### config.mk
export PLATFORM = sky130hd
export DESIGN_NAME = uart_tx_arbiter
export DESIGN_NICKNAME = d
export VERILOG_FILES = /design/src/rtl/uart_tx_arbiter.sv
export SDC_FILE = /design/constraint.sdc
export NUM_CORES = 1
export LEC_CHECK = 0
export ABC_AREA = 1
export ABC_CLOCK_PERIOD_IN_PS = 3100
export CORE_MARGIN = 3
export CORE_UTILIZATION = 45
export CTS_CLUSTER_SIZE = 24
export DETAILED_ROUTE_END_ITERATION = 12
export PLACE_DENSITY = 0.86
export SYNTH_ARGS = -nofsm -noshare
export SYNTH_HDL_FRONTEND = slang
export SYNTH_SLANG_ARGS = --single-unit
### constraint.sdc
create_clock -name clk -period 3.1 [get_ports clk]
set_input_delay 0.775 -clock clk [delete_from_list [all_inputs] [get_ports clk]]
set_output_delay 0.775 -clock clk [all_outputs]
set_load 0.01 [all_outputs]
### src/rtl/uart_tx_arbiter.sv
`default_nettype none
// ============================================================================
// Module      : uart_tx_arbiter
// Description : Round-robin arbiter that shares one UART transmitter between
//               NUM_REQ byte sources, with a start-acknowledge timeout.
// Revision    : 1.0 - initial release
// ============================================================================
module uart_tx_arbiter #(
    parameter int NUM_REQ       = 4,
    parameter int ID_W          = 2,
    parameter int START_TIMEOUT = 4
) (
    input  logic                  clk,
    input  logic                  reset,
    input  logic [NUM_REQ-1:0]    req,
    input  logic [8*NUM_REQ-1:0]  req_data,
    output logic [NUM_REQ-1:0]    req_ack,
    output logic                  tx_start,
    output logic [7:0]            tx_data,
    input  logic                  tx_busy,
    output logic [ID_W-1:0]       grant_id,
    output logic                  active,
    output logic                  tx_timeout
);

    localparam logic [1:0]      c_st_idle      = 2'd0;
    localparam logic [1:0]      c_st_wait_busy = 2'd1;
    localparam logic [1:0]      c_st_wait_done = 2'd2;
    localparam int              c_req_pad      = 2**ID_W;
    localparam logic [3:0]      c_timeout_last = 4'(START_TIMEOUT - 1);
    localparam logic [ID_W-1:0] c_last_rst     = ID_W'(NUM_REQ - 1);
    localparam logic [ID_W:0]   c_num_req      = (ID_W+1)'(NUM_REQ);

    logic [1:0]         r_state;
    logic [ID_W-1:0]    r_last_grant;
    logic [ID_W-1:0]    r_grant_id;
    logic [3:0]         r_cnt;
    logic               r_tx_start;
    logic               r_timeout;
    logic [NUM_REQ-1:0] r_req_ack;
    logic [7:0]         r_tx_data;

    logic [c_req_pad-1:0] w_req_pad;
    logic [ID_W:0]        w_cand;
    logic [ID_W-1:0]      w_sel;
    logic                 w_sel_valid;
    logic [7:0]           w_sel_byte;
    logic [NUM_REQ-1:0]   w_sel_onehot;
    logic                 w_grant;

    // Walk candidates from farthest to nearest after last_grant so the
    // nearest pending requester is the one left standing.
    always_comb begin
        w_req_pad              = '0;
        w_req_pad[NUM_REQ-1:0] = req;
        w_sel                  = '0;
        w_sel_valid            = 1'b0;
        w_cand                 = '0;
        for (int k = NUM_REQ; k >= 1; k--) begin
            w_cand = {1'b0, r_last_grant} + (ID_W+1)'(k);
            if (w_cand >= c_num_req) begin
                w_cand = w_cand - c_num_req;
            end
            if (w_req_pad[w_cand[ID_W-1:0]]) begin
                w_sel       = w_cand[ID_W-1:0];
                w_sel_valid = 1'b1;
            end
        end
    end

    always_comb begin
        w_sel_byte   = '0;
        w_sel_onehot = '0;
        for (int i = 0; i < NUM_REQ; i++) begin
            if (w_sel == ID_W'(i)) begin
                w_sel_byte      = req_data[8*i +: 8];
                w_sel_onehot[i] = 1'b1;
            end
        end
    end

    assign w_grant = (r_state == c_st_idle) && !tx_busy && w_sel_valid;

    always_ff @(posedge clk or posedge reset) begin
        if (reset) begin
            r_state      <= c_st_idle;
            r_last_grant <= c_last_rst;
            r_grant_id   <= '0;
            r_cnt        <= '0;
            r_tx_start   <= 1'b0;
            r_timeout    <= 1'b0;
            r_req_ack    <= '0;
            r_tx_data    <= '0;
        end else begin
            r_tx_start <= 1'b0;
            r_req_ack  <= '0;
            case (r_state)
                c_st_idle: begin
                    if (w_grant) begin
                        r_tx_data    <= w_sel_byte;
                        r_tx_start   <= 1'b1;
                        r_req_ack    <= w_sel_onehot;
                        r_grant_id   <= w_sel;
                        r_last_grant <= w_sel;
                        r_cnt        <= '0;
                        r_state      <= c_st_wait_busy;
                    end
                end
                c_st_wait_busy: begin
                    if (tx_busy) begin
                        r_state <= c_st_wait_done;
                    end else if (r_cnt == c_timeout_last) begin
                        r_timeout <= 1'b1;
                        r_state   <= c_st_idle;
                    end else begin
                        r_cnt <= r_cnt + 4'd1;
                    end
                end
                c_st_wait_done: begin
                    if (!tx_busy) begin
                        r_state <= c_st_idle;
                    end
                end
                default: r_state <= c_st_idle;
            endcase
        end
    end

    assign req_ack    = r_req_ack;
    assign tx_start   = r_tx_start;
    assign tx_data    = r_tx_data;
    assign grant_id   = r_grant_id;
    assign active     = (r_state != c_st_idle);
    assign tx_timeout = r_timeout;

endmodule
`default_nettype wire

* Yosys cells after proc, flatten, opt, wreduce, memory -nomap -nowiden *
Cells that the tools add are included.

storage, ports and cells
  input port bits = 39
  register bits after elaboration = 24

cells by class
  magnitude comparators = 8
  mux-type cells = 41
  eq/ne operators = 11
  bitwise logic cells = 1
  reduce and logical (&&, ||, !) cells = 11
  add/sub/neg operators = 9

operators with widths
  kind                                                         number
  two-way mux 8 bit                                            4
  two-way mux 2 bit                                            12
  two-way mux 4 bit                                            5
  two-way mux 1 bit                                            14
  >= comparator 3 bit (second input constant)                  4
  less-than comparator 2 x 3 -> 1 bit (second input constant)  4
  binary-select mux 1 bit (select 2 bit)                       4
  inequality test 2 bit (second input constant)                4
  one-hot mux 4 bit (2 select lines)                           1
  subtractor 2 x 1 -> 2 bit (second input constant)            4
  adder 2 x 2 -> 3 bit (second input constant)                 2
  == test 2 bit (second input constant)                        3
  one-hot mux 2 bit (3 select lines)                           1
  AND reduction 3 bit                                          2
  adder 4 x 1 -> 4 bit (second input constant)                 1
  == test 2 x 1 -> 1 bit (second input constant)               2
  == test 4 x 2 -> 1 bit (second input constant)               1
  zero test 2 bit                                              2
  AND reduction 4 bit                                          1
  nonzero test 2 bit                                           2
  adder 2 x 1 -> 3 bit (second input constant)                 1
  adder 2 x 3 -> 3 bit (second input constant)                 1
  inequality test 3 bit (second input constant)                1
  logical AND 1 bit                                            2
  3 further kinds                                              3

* Logic depth before layout (Yosys ltp) *
  depth in word-level cells = 14
  mapped depth = 15
  mapped depth without buffers = 15

* Least setup slack after synthesis *
Ideal clock, no wire load.

  path kind = input to register
  start point = input req[3]
  end point = register r_tx_data[3], in the netlist tx_data[3]
  buffers on the path = 1
  path slack = 1.124 ns
  library setup time = 0.116 ns
  required time = 2.984 ns
  stages = 13
  arrival = 1.860 ns
  cells stage by stage = inv_1 nand2_1 nand3_1 clkinv_1 nor2_2 nand2_2 o21ai_4 inv_2 buf_6 o21ai_2 inv_2 nand2_1 nand2_1

on the way
  longest elaborated chain between the ends = 11
  elaborated cells between the ends (all ways) = 26
  those cells by class = eq/ne (3); mux (20); reduce/logical (3)

ends and longest elaborated chain
  element                                  RTL line  text
  start: declaration                       15        input logic [NUM_REQ-1:0] req,
  binary-select mux 1 bit (select 2 bit)   64        if (w_req_pad[w_cand[ID_W-1:0]]) begin
  two-way mux 1 bit (not written as such)  64
  two-way mux 2 bit (4 in series)          64
  zero test 2 bit                          75        if (w_sel == ID_W'(i)) begin
  two-way mux 8 bit (4 in series)          75
  end signal: assignment                   100       r_tx_data <= w_sel_byte;
  end: declaration                         41        logic [7:0] r_tx_data;

Parallel ways exist; a longest one is shown, timed or not. The select of a mux whose other input is x is not followed.
A chain may end at the register's enable or synchronous reset.

* Final worst setup path *
  start point = input req[0]
  end point = register r_tx_data[7], in the netlist tx_data[7]

Same word-level chain as after synthesis.

==> results.ini <==
[outcome]
status = finished, final reports clean

[yosys]
yosys_warnings = 0
synth_nets = 240
syn_area_per_cell_um2 = 7.25
synthesized_cell_area_um2 = 1450
synth_cell_type_count = 26
synth_cells = 200
synth-seq-cells = 24
sequential_cell_area_fraction_in_the_yosys_report = 0.416

[global_route]
antenna_violations_before_repair = 0
grt_overflow_total = 0
grt_pass1_wl_mm = 6.21
gr-max-usage-layer = met2
gr-usage-met2 = 0.308
maximum_number_of_pins_on_one_net_before_global_route_repair = 25
global_router_s_overall_resource_usage = 0.191
first_global_vias = 1398
met3_routing_resource_usage_after_global_routing = 0.0396
grt.met1_usage = 0.259

[detailed_routing]
detail_route.drc_violations = 0
overall_routed_net_length_mm = 3.52
route.antenna.remaining_nets = 0
via_count = 1439
detail_routed_net_length_per_standard_cell_um = 11.8
number_of_design_rule_violations_left_by_the_first_detailed_router_iteration = 45
viasPerCell = 4.83
drt_pass1_iterations = 4

[sta]
rsz0062_at_grt = no
max_slew.worst_pin.slew_ns = 0.898
timing.max_slew.rel_slack = 0.401
fin_worst_skew_ns = 0.00352
finalHoldViolCount = 0
fmax_ghz = 0.404
final_min_period_over_clock_period = 0.799
period_needed_ns = 2.48
finalSetupViolations = 0
final-max-slew-violation-count = 0
fin_setup_tns_ns = 0
hold-worst-slack_ns = 0.477

[clock_network]
h-tree-depth = 1
cts-buffers-inserted = 3
post-cts-setup-buffer-count = 0
clockBufferDepth = 2
cts.root.buffer_cell = clkbuf_4
cts_resizes = 0
clock_insertion_delay_worst_skew_ns = 0.30
cts.clk_slew.worst_paths_ns = 0.13
cts.sink_count = 24
cts_hold_buffers = 0
tritoncts = done

[floorplan]
io_pins = 56
die_area_um2 = 3940
start_util = 0.500
core_area_um2 = 2900
die_y_um = 62.8
row_count = 19
die_width_um = 62.8

[layout]
final_core_util = 0.718
postLayoutCellArea_um2 = 2080
fillers = 232
syn2layout_area_growth_pct = 43.7
final_net_count = 297
layout_cells_sized_above_1 = 0.145
num_antenna_cells = 0

[power]
power.internal_mw = 1.18
p_leak_nw = 1.03
power.combinational.fraction = 0.669
power.share.switching = 0.482
ir_drop_mv = 0.633
psw_mw = 1.10
seq_power_share = 0.234
pwr_cell_area_nw_per_um2 = 1100
design_power_total_mw = 2.28
pwr-share-clk = 0.097

[setup_path]
startpoint_class = input pin
timing.setup.critical_path_class = in2reg
rr_startpoint = r_last_grant[0]
timing.rr.end = tx_data[7]
cp.arrival_ns = 2.69
r2r_slack_ns = 0.86
timing.critical_path.required_ns = 3.31
crit_fanout = 15
cp-end-kind = flip-flop
worstRegToRegCells = 13

[place]
placement.cell_area_um2 = 2030
dp.final_hpwl_mm = 2.77
numPortBuffers = 55
place_congestion = 0.866

[run]
maxCapViolations = 0

[worst_hold_path]
min_from = tx_timeout
hold_path_class = reg2reg
min_to = tx_timeout
worstHoldPathCells = 1

[kinds of logic (layout without fill, tap and decap cells)]
| kind of cell | count (synthesis) | count (layout) | synth area share |
|---|---|---|---|
| and+or+nand+nor | 121 | 121 | 0.379 |
| DFF | 24 | 24 | 0.416 |
| adders and majority gates | 1 | 1 | 0.00863 |
| buffers and inverters | 32 | 88 | 0.0958 |
| AOI/OAI and AO/OA | 22 | 22 | 0.101 |
[critical path: stages]
cell             delay (ns)
clkdlybuf4s50_1        0.47
nand2_1                0.05
nand2_1                0.09
nand2_1                0.07
nand2_1                0.08
nand2_1                0.08
nand2_1                0.08
nand2_2                0.08
nand2_2                0.24
nand2_2                0.25
o21ai_0                0.23
inv_1                  0.06
nand2_1                0.06
nand2_1                0.05
[worst max-delay path by stage]
stage / startpoint / endpoint / slack (ns) / depth (start not counted)
global route: req[1] / tx_data[7] / 0.38 / 14
CTS: req[1] / tx_data[7] / 0.63 / 14
finish: req[0] / tx_data[7] / 0.62 / 14
global placement: req[1] / tx_data[7] / 0.39 / 14
floorplan: req[3] / tx_data[3] / 1.12 / 13
detailed placement: req[1] / tx_data[4] / 0.32 / 14
[cells in the final DEF (no fill, tap or decap), drive strengths merged]
cell / instances
clkdlybuf4s50: 55
and2: 1
nand3b: 1
o21ai: 18
nor2: 11
clkbuf: 3
buf: 2
ha: 1
nor3: 2
or2: 1
nand3: 21
dfstp: 2
bufinv: 1
a21o: 1
dfrtp: 22
nand2: 76
a21oi: 3
clkinv: 1
inv: 26
nand4: 8
[metal layers]
metal | routed length [um] | vias to the layer above
met2 | 1590 | 49
met4 | 49 | 0
met3 | 244 | 4
met1 | 1640 | 639
li1 | - | 747
met5 | 0 | -
[synthesized netlist by cell type]
cell type,count,area share
nor3_1,2,0.0069
inv_2,10,0.026
and2_1,1,0.0043
inv_1,16,0.041
nand2_2,6,0.026
o21ai_0,7,0.024
nand3b_1,1,0.0052
buf_2,3,0.010
or2_2,1,0.0043
nor2_1,9,0.023
buf_6,2,0.016
nand3_1,19,0.066
nand2_1,69,0.18
a21o_1,1,0.0052
o21ai_4,1,0.011
o21ai_1,4,0.014
dfrtp_1,22,0.38
a21oi_1,3,0.010
nand4_1,8,0.035
clkinv_1,1,0.0026
nand3_2,2,0.014
dfstp_2,2,0.036
nor2_2,2,0.0086
o21ai_2,6,0.036
ha_1,1,0.0086
nand2_4,1,0.0078
[final cells by class]
class                           count  area (um2)  area share
Multi-Input combinational cell    144         708       0.340
Sequential cell                    24         603       0.289
Timing Repair Buffer               57         566       0.271
Inverter                           27         101      0.0486
Tap cell                           42        52.6      0.0252
Clock inverter                      1        30.0      0.0144
Clock buffer                        3        22.5      0.0108
[flip-flops by register name, summed over array words and instances (netlist names)]
register	cells
tx_start	1
tx_data	8
grant_id	2
tx_timeout	1
r_state	2
req_ack	4
r_last_grant	2
r_cnt	4
[per-stage QoR]
stage	setup slack, ns	std cells
floorplan	1.12	200
global placement	0.391	294
detailed placement	0.315	294
CTS	0.634	298
global route	0.377	298
finish	0.625	298
[power by group through the flow]
| stage | combinational [mW] | sequential (mW) | clock (mW) |
|---|---|---|---|
| CTS | 1.53 | 0.533 | 0.228 |
| global route | 1.73 | 0.556 | 0.241 |
| floorplan | 1.05 | 0.575 | 0 |
| global placement | 1.48 | 0.535 | 0 |
| detailed placement | 1.52 | 0.540 | 0 |
| finish | 1.53 | 0.533 | 0.222 |
Power figures use the tool's default switching activity.
